## src/rtl/voice_allocator_if.sv

```systemverilog
// voice_allocator_if: event handshake between a note producer and the voice allocator
interface voice_allocator_if #(parameter int NOTE_W = 7, parameter int TICKS_W = 24);
  logic               ev_valid;
  logic               ev_ready;
  logic               ev_on;
  logic [NOTE_W-1:0]  ev_note;
  logic [TICKS_W-1:0] ev_ticks;
  logic               ev_done;
  logic               ev_stolen;
  modport master (output ev_valid, ev_on, ev_note, ev_ticks, input ev_ready, ev_done, ev_stolen);
  modport slave  (input ev_valid, ev_on, ev_note, ev_ticks, output ev_ready, ev_done, ev_stolen);
endinterface

```

## src/rtl/voice_allocator.sv

```systemverilog
// voice_allocator: 3-slot age-ordered voice scheduler with oldest-voice stealing
module voice_allocator #(
  parameter int NOTE_W  = 7,
  parameter int TICKS_W = 24
) (
  input  logic                CLOCK_50,
  input  logic                reset,
  voice_allocator_if.slave    ev,
  input  logic                panic_clear,
  output logic [3:0]          voice_count,
  output logic [TICKS_W-1:0]  ticks0,
  output logic [TICKS_W-1:0]  ticks1,
  output logic [TICKS_W-1:0]  ticks2,
  output logic [NOTE_W-1:0]   note0,
  output logic [NOTE_W-1:0]   note1,
  output logic [NOTE_W-1:0]   note2
);
  typedef enum logic [1:0] {IDLE, MATCH, COMMIT} state_t;
  state_t state, nxt_state;
  logic               lat_on;
  logic [NOTE_W-1:0]  lat_note;
  logic [TICKS_W-1:0] lat_ticks;
  logic [NOTE_W-1:0]  note_r [3];
  logic [NOTE_W-1:0]  note_n [3];
  logic [TICKS_W-1:0] ticks_r [3];
  logic [TICKS_W-1:0] ticks_n [3];
  logic [3:0]         count_n;
  logic [2:0]         hit;
  logic               hit_any;
  logic [1:0]         hit_idx;
  logic               steal_n;
  logic               done_r;
  logic               stolen_r;

  assign ev.ev_ready  = state == IDLE && !panic_clear;
  assign ev.ev_done   = done_r;
  assign ev.ev_stolen = stolen_r;
  assign {note0, note1, note2}    = {note_r[0], note_r[1], note_r[2]};
  assign {ticks0, ticks1, ticks2} = {ticks_r[0], ticks_r[1], ticks_r[2]};
  assign hit = {voice_count > 4'd2 && note_r[2] == lat_note,
                voice_count > 4'd1 && note_r[1] == lat_note,
                voice_count > 4'd0 && note_r[0] == lat_note};

  // state register; panic drops any in-flight event straight back to IDLE
  always_ff @(posedge CLOCK_50)
    state <= (reset || panic_clear) ? IDLE : nxt_state;

  // next state: accept in IDLE, then one cycle each for match and commit
  always_comb begin
    nxt_state = state;
    nxt_state = state == IDLE  ? ((ev.ev_valid && ev.ev_ready) ? MATCH : IDLE) :
                state == MATCH ? COMMIT : IDLE;
  end

  // slot contents after committing the latched event; inactive slots stay zero
  always_comb begin
    note_n  = note_r;
    ticks_n = ticks_r;
    count_n = voice_count;
    steal_n = 1'b0;
    if (lat_on) begin
      if (lat_ticks != '0) begin
        if (hit_any)
          ticks_n[hit_idx] = lat_ticks;
        else if (voice_count < 4'd3) begin
          note_n[voice_count[1:0]]  = lat_note;
          ticks_n[voice_count[1:0]] = lat_ticks;
          count_n = voice_count + 4'd1;
        end else begin
          note_n  = '{note_r[1], note_r[2], lat_note};
          ticks_n = '{ticks_r[1], ticks_r[2], lat_ticks};
          steal_n = 1'b1;
        end
      end
    end else if (hit_any) begin
      note_n[0]  = hit_idx == 2'd0 ? note_r[1] : note_r[0];
      note_n[1]  = hit_idx <= 2'd1 ? note_r[2] : note_r[1];
      note_n[2]  = '0;
      ticks_n[0] = hit_idx == 2'd0 ? ticks_r[1] : ticks_r[0];
      ticks_n[1] = hit_idx <= 2'd1 ? ticks_r[2] : ticks_r[1];
      ticks_n[2] = '0;
      count_n = voice_count - 4'd1;
    end
  end

  // datapath: latch on accept, register the match, publish every slot on one edge
  always_ff @(posedge CLOCK_50) begin
    if (reset || panic_clear) begin
      lat_on      <= 1'b0;
      lat_note    <= '0;
      lat_ticks   <= '0;
      hit_any     <= 1'b0;
      hit_idx     <= '0;
      done_r      <= 1'b0;
      stolen_r    <= 1'b0;
      voice_count <= '0;
      note_r      <= '{default: '0};
      ticks_r     <= '{default: '0};
    end else begin
      done_r   <= state == COMMIT;
      stolen_r <= state == COMMIT && steal_n;
      if (ev.ev_valid && ev.ev_ready) begin
        lat_on    <= ev.ev_on;
        lat_note  <= ev.ev_note;
        lat_ticks <= ev.ev_ticks;
      end
      if (state == MATCH) begin
        hit_any <= |hit;
        hit_idx <= hit[0] ? 2'd0 : hit[1] ? 2'd1 : 2'd2;
      end
      if (state == COMMIT) begin
        note_r      <= note_n;
        ticks_r     <= ticks_n;
        voice_count <= count_n;
      end
    end
  end
endmodule

```

## src/flat_wrapper.sv

```systemverilog
// flat-port wrapper written by rule: the top's interface ports become plain ports
module voice_allocator_flat 
#(
  parameter int NOTE_W  = 7,
  parameter int TICKS_W = 24
)
  (CLOCK_50, reset, panic_clear, voice_count, ticks0, ticks1, ticks2, note0, note1, note2, ev_ev_valid, ev_ev_on, ev_ev_note, ev_ev_ticks, ev_ev_ready, ev_ev_done, ev_ev_stolen);
  voice_allocator_if #(.NOTE_W(NOTE_W), .TICKS_W(TICKS_W)) ev_i ();
  input  logic CLOCK_50;
  input  logic reset;
  input  logic panic_clear;
  output logic [3:0] voice_count;
  output logic [TICKS_W-1:0] ticks0;
  output logic [TICKS_W-1:0] ticks1;
  output logic [TICKS_W-1:0] ticks2;
  output logic [NOTE_W-1:0] note0;
  output logic [NOTE_W-1:0] note1;
  output logic [NOTE_W-1:0] note2;
  input wire logic [$bits(ev_i.ev_valid)-1:0] ev_ev_valid;
  input wire logic [$bits(ev_i.ev_on)-1:0] ev_ev_on;
  input wire logic [$bits(ev_i.ev_note)-1:0] ev_ev_note;
  input wire logic [$bits(ev_i.ev_ticks)-1:0] ev_ev_ticks;
  output wire logic [$bits(ev_i.ev_ready)-1:0] ev_ev_ready;
  output wire logic [$bits(ev_i.ev_done)-1:0] ev_ev_done;
  output wire logic [$bits(ev_i.ev_stolen)-1:0] ev_ev_stolen;
  assign ev_i.ev_valid = ev_ev_valid;
  assign ev_i.ev_on = ev_ev_on;
  assign ev_i.ev_note = ev_ev_note;
  assign ev_i.ev_ticks = ev_ev_ticks;
  assign ev_ev_ready = ev_i.ev_ready;
  assign ev_ev_done = ev_i.ev_done;
  assign ev_ev_stolen = ev_i.ev_stolen;
  voice_allocator #(.NOTE_W(NOTE_W), .TICKS_W(TICKS_W)) u_core (.CLOCK_50(CLOCK_50), .reset(reset), .ev(ev_i), .panic_clear(panic_clear), .voice_count(voice_count), .ticks0(ticks0), .ticks1(ticks1), .ticks2(ticks2), .note0(note0), .note1(note1), .note2(note2));
endmodule
```

## config.mk

```make
export PLATFORM = sky130hd
export DESIGN_NAME = voice_allocator_flat
export DESIGN_NICKNAME = d
export VERILOG_FILES = /design/src/rtl/voice_allocator_if.sv /design/src/rtl/voice_allocator.sv /design/src/flat_wrapper.sv
export SDC_FILE = /design/constraint.sdc
export NUM_CORES = 1
export LEC_CHECK = 0
export BUFFER_PORTS_ARGS = -buffer_cell sky130_fd_sc_hd__buf_2
export CORE_UTILIZATION = 35
export DETAILED_ROUTE_END_ITERATION = 10
export SETUP_SLACK_MARGIN = 0.2
export SLEW_MARGIN = 20
export SYNTH_ARGS = -nofsm -noshare
export SYNTH_HDL_FRONTEND = slang
export SYNTH_SLANG_ARGS = --single-unit
```

## constraint.sdc

```tcl
create_clock -name CLOCK_50 -period 2.5 [get_ports CLOCK_50]
set_input_delay 0.5 -clock CLOCK_50 [delete_from_list [all_inputs] [get_ports CLOCK_50]]
set_output_delay 0.5 -clock CLOCK_50 [all_outputs]
set_load 0.05 [all_outputs]
```

==> metrics.md, run 1 <==
| Metric | Value |
|---|---|
| Grt total ovfl | `0` |
| Final hold violations | `0` |
| Post-CTS Hold Fix Bufs | `0` |
| Setup crit end kind | `flip-flop` |
| Max Slew Vio Count | `0` |
| CTS clk-pin slew, worst paths | `60 ps` |
| RSZ-0062 raised after global routing | `no` |
| Yosys warns | `0` |
| Vias per inst | `about 5.5` |
| Post-DP Area | `just under 7000 µm²` |
| Core area | `16,500 µm²` |
| DIE WIDTH | `roughly 130 µm` |
| Clock buffer depth | `2` |
| HP Class | `in2reg` |
| DIE AREA | `about 17,000 µm²` |
| Setup TNS | `0 ps` |
| Initial antenna violation count | `1` |
| Site Rows | `47` |
| Clock root buffer master | `clkbuf_16` |
| Largest cells by area after synthesis | `dfxtp_1 (46%), o2bb2ai_1 (7.1%), a22oi_1 (6.2%)` |
| Post-synth top area cell | `dfxtp_1` |
| Synth Area in Compound Gates | `approximately 28%` |
| Pre-antenna DRT Iters | `7` |
| Status | `finished, final reports clean` |
| Sequential share of the synthesized area | `between 40% and 50%` |
| Post-Syn Area | `between 5000 and 6000 µm²` |
| Layout area overhead | `24.2%` |
| Slew HR | `between 50% and 60%` |
| Peak VDD IR | `~0.00047 V` |
| Via Count | `approximately 5,400` |
| Most common cell after layout, fill and taps aside | `dfxtp_1` |
| Vias in the first global route | `approximately 5,300` |
| GPL Wtd Cong | `~0.84` |
| F_max | `approximately 470 MHz` |
| Post-CTS Setup Inserts | `0` |
| Net count after synthesis | `between 600 and 700` |
| Share of the synthesized area in the top cell type | `between 40% and 50%` |
| Finished Cell Area | `between 7000 and 8000 µm²` |
| Largest family of logic cells by synthesized area | `compound AO/OA/AOI/OAI gates` |
| LEAKAGE | `between 2 and 3 nW` |
| Post-synth EDFFs | `0` |
| Antenna Violating Nets Remaining | `0` |
| CP startpoint kind | `flip-flop` |
| ANT cells | `0` |
| WL per Instance | `18.4 µm` |
| Max-cap viol count | `0` |
| CTS sink count | `around 140` |
| Synth Area in XOR/XNOR | `3.41%` |
| Worst slew pin tran | `a little over 700 ps` |
| Most frequent cells in the layout | `dfxtp_1 (136), buf_2 (135), nand2_1 (91), a21oi_1 (51), a22oi_1 (49)` |
| Cells after Synth | `634` |
| PostCTS Resize Cnt | `0` |
| Ys async rst share | `0%` |
| Number of port buffers | `between 100 and 150` |
| # nets final | `about 790` |
| All-layer global routing usage | `21.2%` |
| Clk_skew | `between 15 and 20 ps` |
| Finish-stage setup viols | `0` |
| DRC Markers | `0` |
| DIE HEIGHT | `132 µm` |
| Seq cells post-synth | `136` |
| Critical path class | `reg2reg` |
| Layout cells sized above 1 | `between 20% and 30%` |
| Later-pin clock latency in the skew report | `between 400 and 500 ps` |
| Post-Synth Simple-Gate Area | `around 16%` |
| Worst EP arrival | `roughly 2500 ps` |
| Crit-path max FO | `24` |
| Starting density of the core | `a little over a third` |
| Minimum clock period | `approximately 2100 ps` |
| Power density over the cells | `between 600 and 700 nW/µm²` |
| Mux share of post-synthesis cell area | `0.338%` |
| CTS tree | `done` |
| Ys flop type | `dfxtp_1` |
| Largest net degree at the start of global routing | `~60` |
| H-tree depth | `4` |
| First-pass GRT wire length | `29.3 mm` |
| Cts bufs inserted | `17` |
| DRT Wirelength | `between 15 and 20 mm` |
| Boundary Pins | `136` |
| Detailed Place HPWL | `roughly 12 mm` |
| Post-synthesis adder-cell area fraction | `between 1 and 1.5%` |
| Final Cycle Share | `between 80% and 90%` |
| Starting DRT DRC Count | `approximately 350` |
| Netlist cell types | `between 50 and 60` |
| Critical Path RT | `roughly 2900 ps` |
| Syn_area_per_cell | `between 9 and 10 µm²` |
worst max-delay path, cell delays in order (launching register included):
cell and delay, ps:
dfxtp_1 370, nor4_1 430, and4_2 430, a311oi_4 160
a21oi_4 170, buf_4 330, o2bb2ai_1 170
cell usage after synthesis, drive strengths merged (3+ instances only):
| cell type | count |
|---|---|
| a21oi | 56 |
| clkbuf | 32 |
| dfxtp | 136 |
| xor2 | 19 |
| o2bb2ai | 48 |
| nor4 | 9 |
| a22o | 24 |
| a211oi | 7 |
| nor4b | 3 |
| nor3 | 5 |
| nand3 | 19 |
| or4 | 3 |
| inv | 4 |
| buf | 24 |
| a22oi | 49 |
| and4 | 3 |
| nor2 | 20 |
| nand2 | 91 |
| xnor2 | 4 |
| nand4 | 8 |
| or3 | 3 |
| and3 | 7 |
| ha | 7 |
| o21ai | 21 |
| nand2b | 5 |
final timing paths:
| kind | startpoint | end | slack (ps) | cells past startpoint |
|---|---|---|---|---|
| setup / recovery | u_core.lat_ticks[18] | u_core.ticks1[17] | 360 | 6 |
| hold reg to reg | u_core.ticks0[19] | u_core.ticks0[19] | 460 | 1 |
| setup reg to reg | u_core.lat_ticks[18] | u_core.ticks1[17] | 360 | 6 |
| hold / removal | reset | u_core.state[0] | 270 | 2 |
metrics by stage:
stage          std cells  hold slack [ps]  utilization, %  power (mW)  worst slack (ps)
2_1_floorplan        634              454               -        2.40               242
5_1_grt              983              272            44.4        5.06               206
4_1_cts              983              267            44.3        4.93               211
6_report             983              273            44.4        4.89               361
3_3_place_gp         951              440            40.9        2.48               267
3_5_place_dp         951              441            40.9        2.49               244
cells by family after synthesis:
kind of cell,after synthesis
compound gates,222
xor+xnor,23
fa+ha+maj,7
buf+inv,61
flops,136
mux,2
simple gates,183
cell type report:
class / count / area [µm²]
fillers: 1613 / 9180
repair buffers: 153 / 827
multi-input cells: 437 / 2930
flip-flops and latches: 136 / 2720
clock buffers: 18 / 439
well taps: 220 / 275
clock inverters: 14 / 136
inverters: 5 / 18.8
state kept, by name, indices dropped and copies added, names as in the netlist, 2 cells and up:
signal and flops:
u_core.note2 7, u_core.state 2, u_core.lat_ticks 24, u_core.lat_note 7, u_core.ticks1 24, u_core.voice_count 4
u_core.note0 7, u_core.hit_idx 2, u_core.ticks0 24, u_core.note1 7, u_core.ticks2 24
power breakdown:
part	switching, mW	leakage [nW]	internal, mW
registers	0.0221	1.10	2.18
logic	0.161	1.57	0.0790
clock network	1.03	0.280	1.42
total	1.22	2.95	3.68
routing by layer:
metal	vias to the layer above	share of wire, %	GRT usage, %
li1	2580	-	-
met1	2674	46	28.0
met2	153	47	33.8
met3	26	4.6	4.65
met4	0	2.0	8.20
met5	-	0	0
Power figures use the tool's default switching activity.
==> run 2, diff against run 1 <==
- GPL_ROUTABILITY_DRIVEN: default -> 0
- clock period: 2.5 -> 2.7 ns (I/O delays scaled with it)
==> metrics.md, run 2 (same netlist as run 1, synthesis figures left out) <==
| Metric | Value |
|---|---|
| # nets final | `792 (-0.13%)` |
| Boundary Pins | `136 (unchanged)` |
| Vias per inst | `5.50 (-0.40%)` |
| Core area | `16,500 µm² (unchanged)` |
| # fillers | `1,588 (-1.5%)` |
| Layout area overhead | `24.5%` |
| Final worst slack | `355 ps (-6.09 ps)` |
| Slowest-stage cell, CP | `and4_1` |
| Minimum clock period | `2340 ps (+206 ps)` |
| Post-CTS Hold Fix Bufs | `0 (unchanged)` |
| Finished Cell Area | `7360 µm² (+0.24%)` |
| Later-pin clock latency in the skew report | `420 ps (about the same)` |
| CTS clk-pin slew, worst paths | `60 ps (about the same)` |
| Initial antenna violation count | `0 (-1)` |
| First-pass GRT wire length | `28.5 mm (-2.6%)` |
| GR Layer Usage met2 | `33.0% (-0.76 points)` |
| RSZ-0062 raised after global routing | `yes` |
| ANT cells | `0 (unchanged)` |
| Power density over the cells | `645 nW/µm² (-3.2%)` |
| LEAKAGE | `2.95 nW (+0.22%)` |
| Clk_skew | `16.9 ps (-0.692 ps)` |
| All-layer global routing usage | `20.6% (-0.63 points)` |
| Cts bufs inserted | `17 (unchanged)` |
| Most common cell after layout, fill and taps aside | `dfxtp_1` |
| Status | `finished, final reports clean` |
| Post-CTS Setup Inserts | `0 (unchanged)` |
| GRT met3 Usage | `4.27% (-0.38 points)` |
| CTS tree | `done` |
| Setup TNS | `0 ps (unchanged)` |
| Met1 Use GR | `27.8% (-0.19 points)` |
| Antenna Violating Nets Remaining | `0 (unchanged)` |
| Clock buffer depth | `2 (unchanged)` |
| Number of port buffers | `135 (unchanged)` |
| Global routing's busiest layer | `met2` |
| DIE HEIGHT | `132 µm (unchanged)` |
| Via Count | `5,378 (-1.0%)` |
| R2R Setup Slk | `360 ps (about the same)` |
| DRC Markers | `0 (unchanged)` |
| Power Total | `4.75 mW (-3.0%)` |
| CP startpoint kind | `flip-flop` |
| Largest net degree at the start of global routing | `61 (unchanged)` |
| Post-DP Area | `6730 µm² (-0.30%)` |
| F_max | `426 MHz (-8.8%)` |
| Critical Path RT | `3010 ps (+160 ps)` |
| Worst slew pin tran | `705 ps (-14.3 ps)` |
| Max stage delay on crit path | `590 ps (+160 ps)` |
| Cell Chain, Critical Path | `nor4_1 > and4_1 > and2_2 > nor4b_4 > buf_4 > a22o_1` |
| DIE AREA | `17,400 µm² (unchanged)` |
| Critical path class | `reg2reg` |
| Final Cycle Share | `86.8% (+1.3 points)` |
| H-tree depth | `4 (unchanged)` |
| Vias in the first global route | `5,176 (-2.8%)` |
| Final hold violations | `0 (unchanged)` |
| Peak VDD IR | `0.000487 V (+3.9%)` |
| HP Class | `in2reg` |
| Crit-path max FO | `24 (unchanged)` |
| Setup crit end kind | `flip-flop` |
| Layout cells sized above 1 | `26.7% (-0.97 points)` |
| Max Slew Vio Count | `0 (unchanged)` |
| WL per Instance | `18.1 µm (-1.7%)` |
| Finish-stage setup viols | `0 (unchanged)` |
| CTS sink count | `136 (unchanged)` |
| Grt total ovfl | `0 (unchanged)` |
| Slew HR | `53.0% (+0.95 points)` |
| Worst EP arrival | `2650 ps (+170 ps)` |
| Starting DRT DRC Count | `434 (+23%)` |
| Dpl ws | `382 ps (+138 ps)` |
| DIE WIDTH | `132 µm (unchanged)` |
| DRT Wirelength | `17.7 mm (-2.3%)` |
| Starting density of the core | `35.8% (unchanged)` |
| Clock root buffer master | `clkbuf_16` |
| Detailed Place HPWL | `11.9 mm (-1.0%)` |
| Pre-antenna DRT Iters | `5 (-2)` |
| Site Rows | `47 (unchanged)` |
| Most frequent cells in the layout | `dfxtp_1 (136), buf_2 (135), nand2_1 (91), a21oi_1 (51), a22oi_1 (49)` |
| Final Non-Filler Cells | `977 (-0.61%)` |
| Inst Count DP | `950 (-0.11%)` |
| Max-cap viol count | `0 (unchanged)` |
-- run 2: per-layer routing --
metal	wire length [µm]	vias up
li1	-	2580
met1	8250	2608
met2	8350	170
met3	869	20
met4	212	0
met5	0	-
-- run 2: metrics by stage --
stage | hold WS, ps | util (%)
final | 334 | 44.6
after global routing | 331 | 44.6
after CTS | 328 | 44.5
after detailed placement | 442 | 40.7
after global placement | 441 | 40.7
after floorplan | 454 | -
-- run 2: critical path: cells and delay by family (launching register included) --
| family | cells | cell delay, ps |
|---|---|---|
| flip-flops | 1 | 350 |
| AND/OR/NAND/NOR | 4 | 1330 |
| AO/OA/AOI/OAI | 1 | 270 |
| buffers and inverters | 1 | 270 |
-- run 2: area by class of cell --
class | instances | area [µm²] | share of cell area, %
inverters | 5 | 18.8 | 0.255
flip-flops and latches | 136 | 2720 | 37.0
clock buffers | 19 | 453 | 6.15
well taps | 220 | 275 | 3.74
repair buffers | 152 | 803 | 10.9
multi-input cells | 437 | 2920 | 39.6
clock inverters | 8 | 174 | 2.36
-- run 2: final timing paths --
check / start / to / depth (start not counted)
min reg2reg: u_core.ticks0[4] / u_core.ticks0[4] / 1
max: u_core.lat_ticks[18] / u_core.ticks2[15] / 6
max reg2reg: u_core.lat_ticks[18] / u_core.ticks2[15] / 6
min: reset / u_core.state[0] / 2
-- run 2: repair_timing --
action,4_1_cts,5_1_grt
setup endpoints to repair,0,6
resized for setup,0,1
endpoints found under the hold margin,0,0
-- run 2: report_power, final --
part	leakage, nW	internal [mW]	switching (mW)
combinational	1.56	0.0679	0.147
clock	0.299	1.66	0.829
sequential	1.10	2.02	0.0203
total	2.95	3.75	0.996
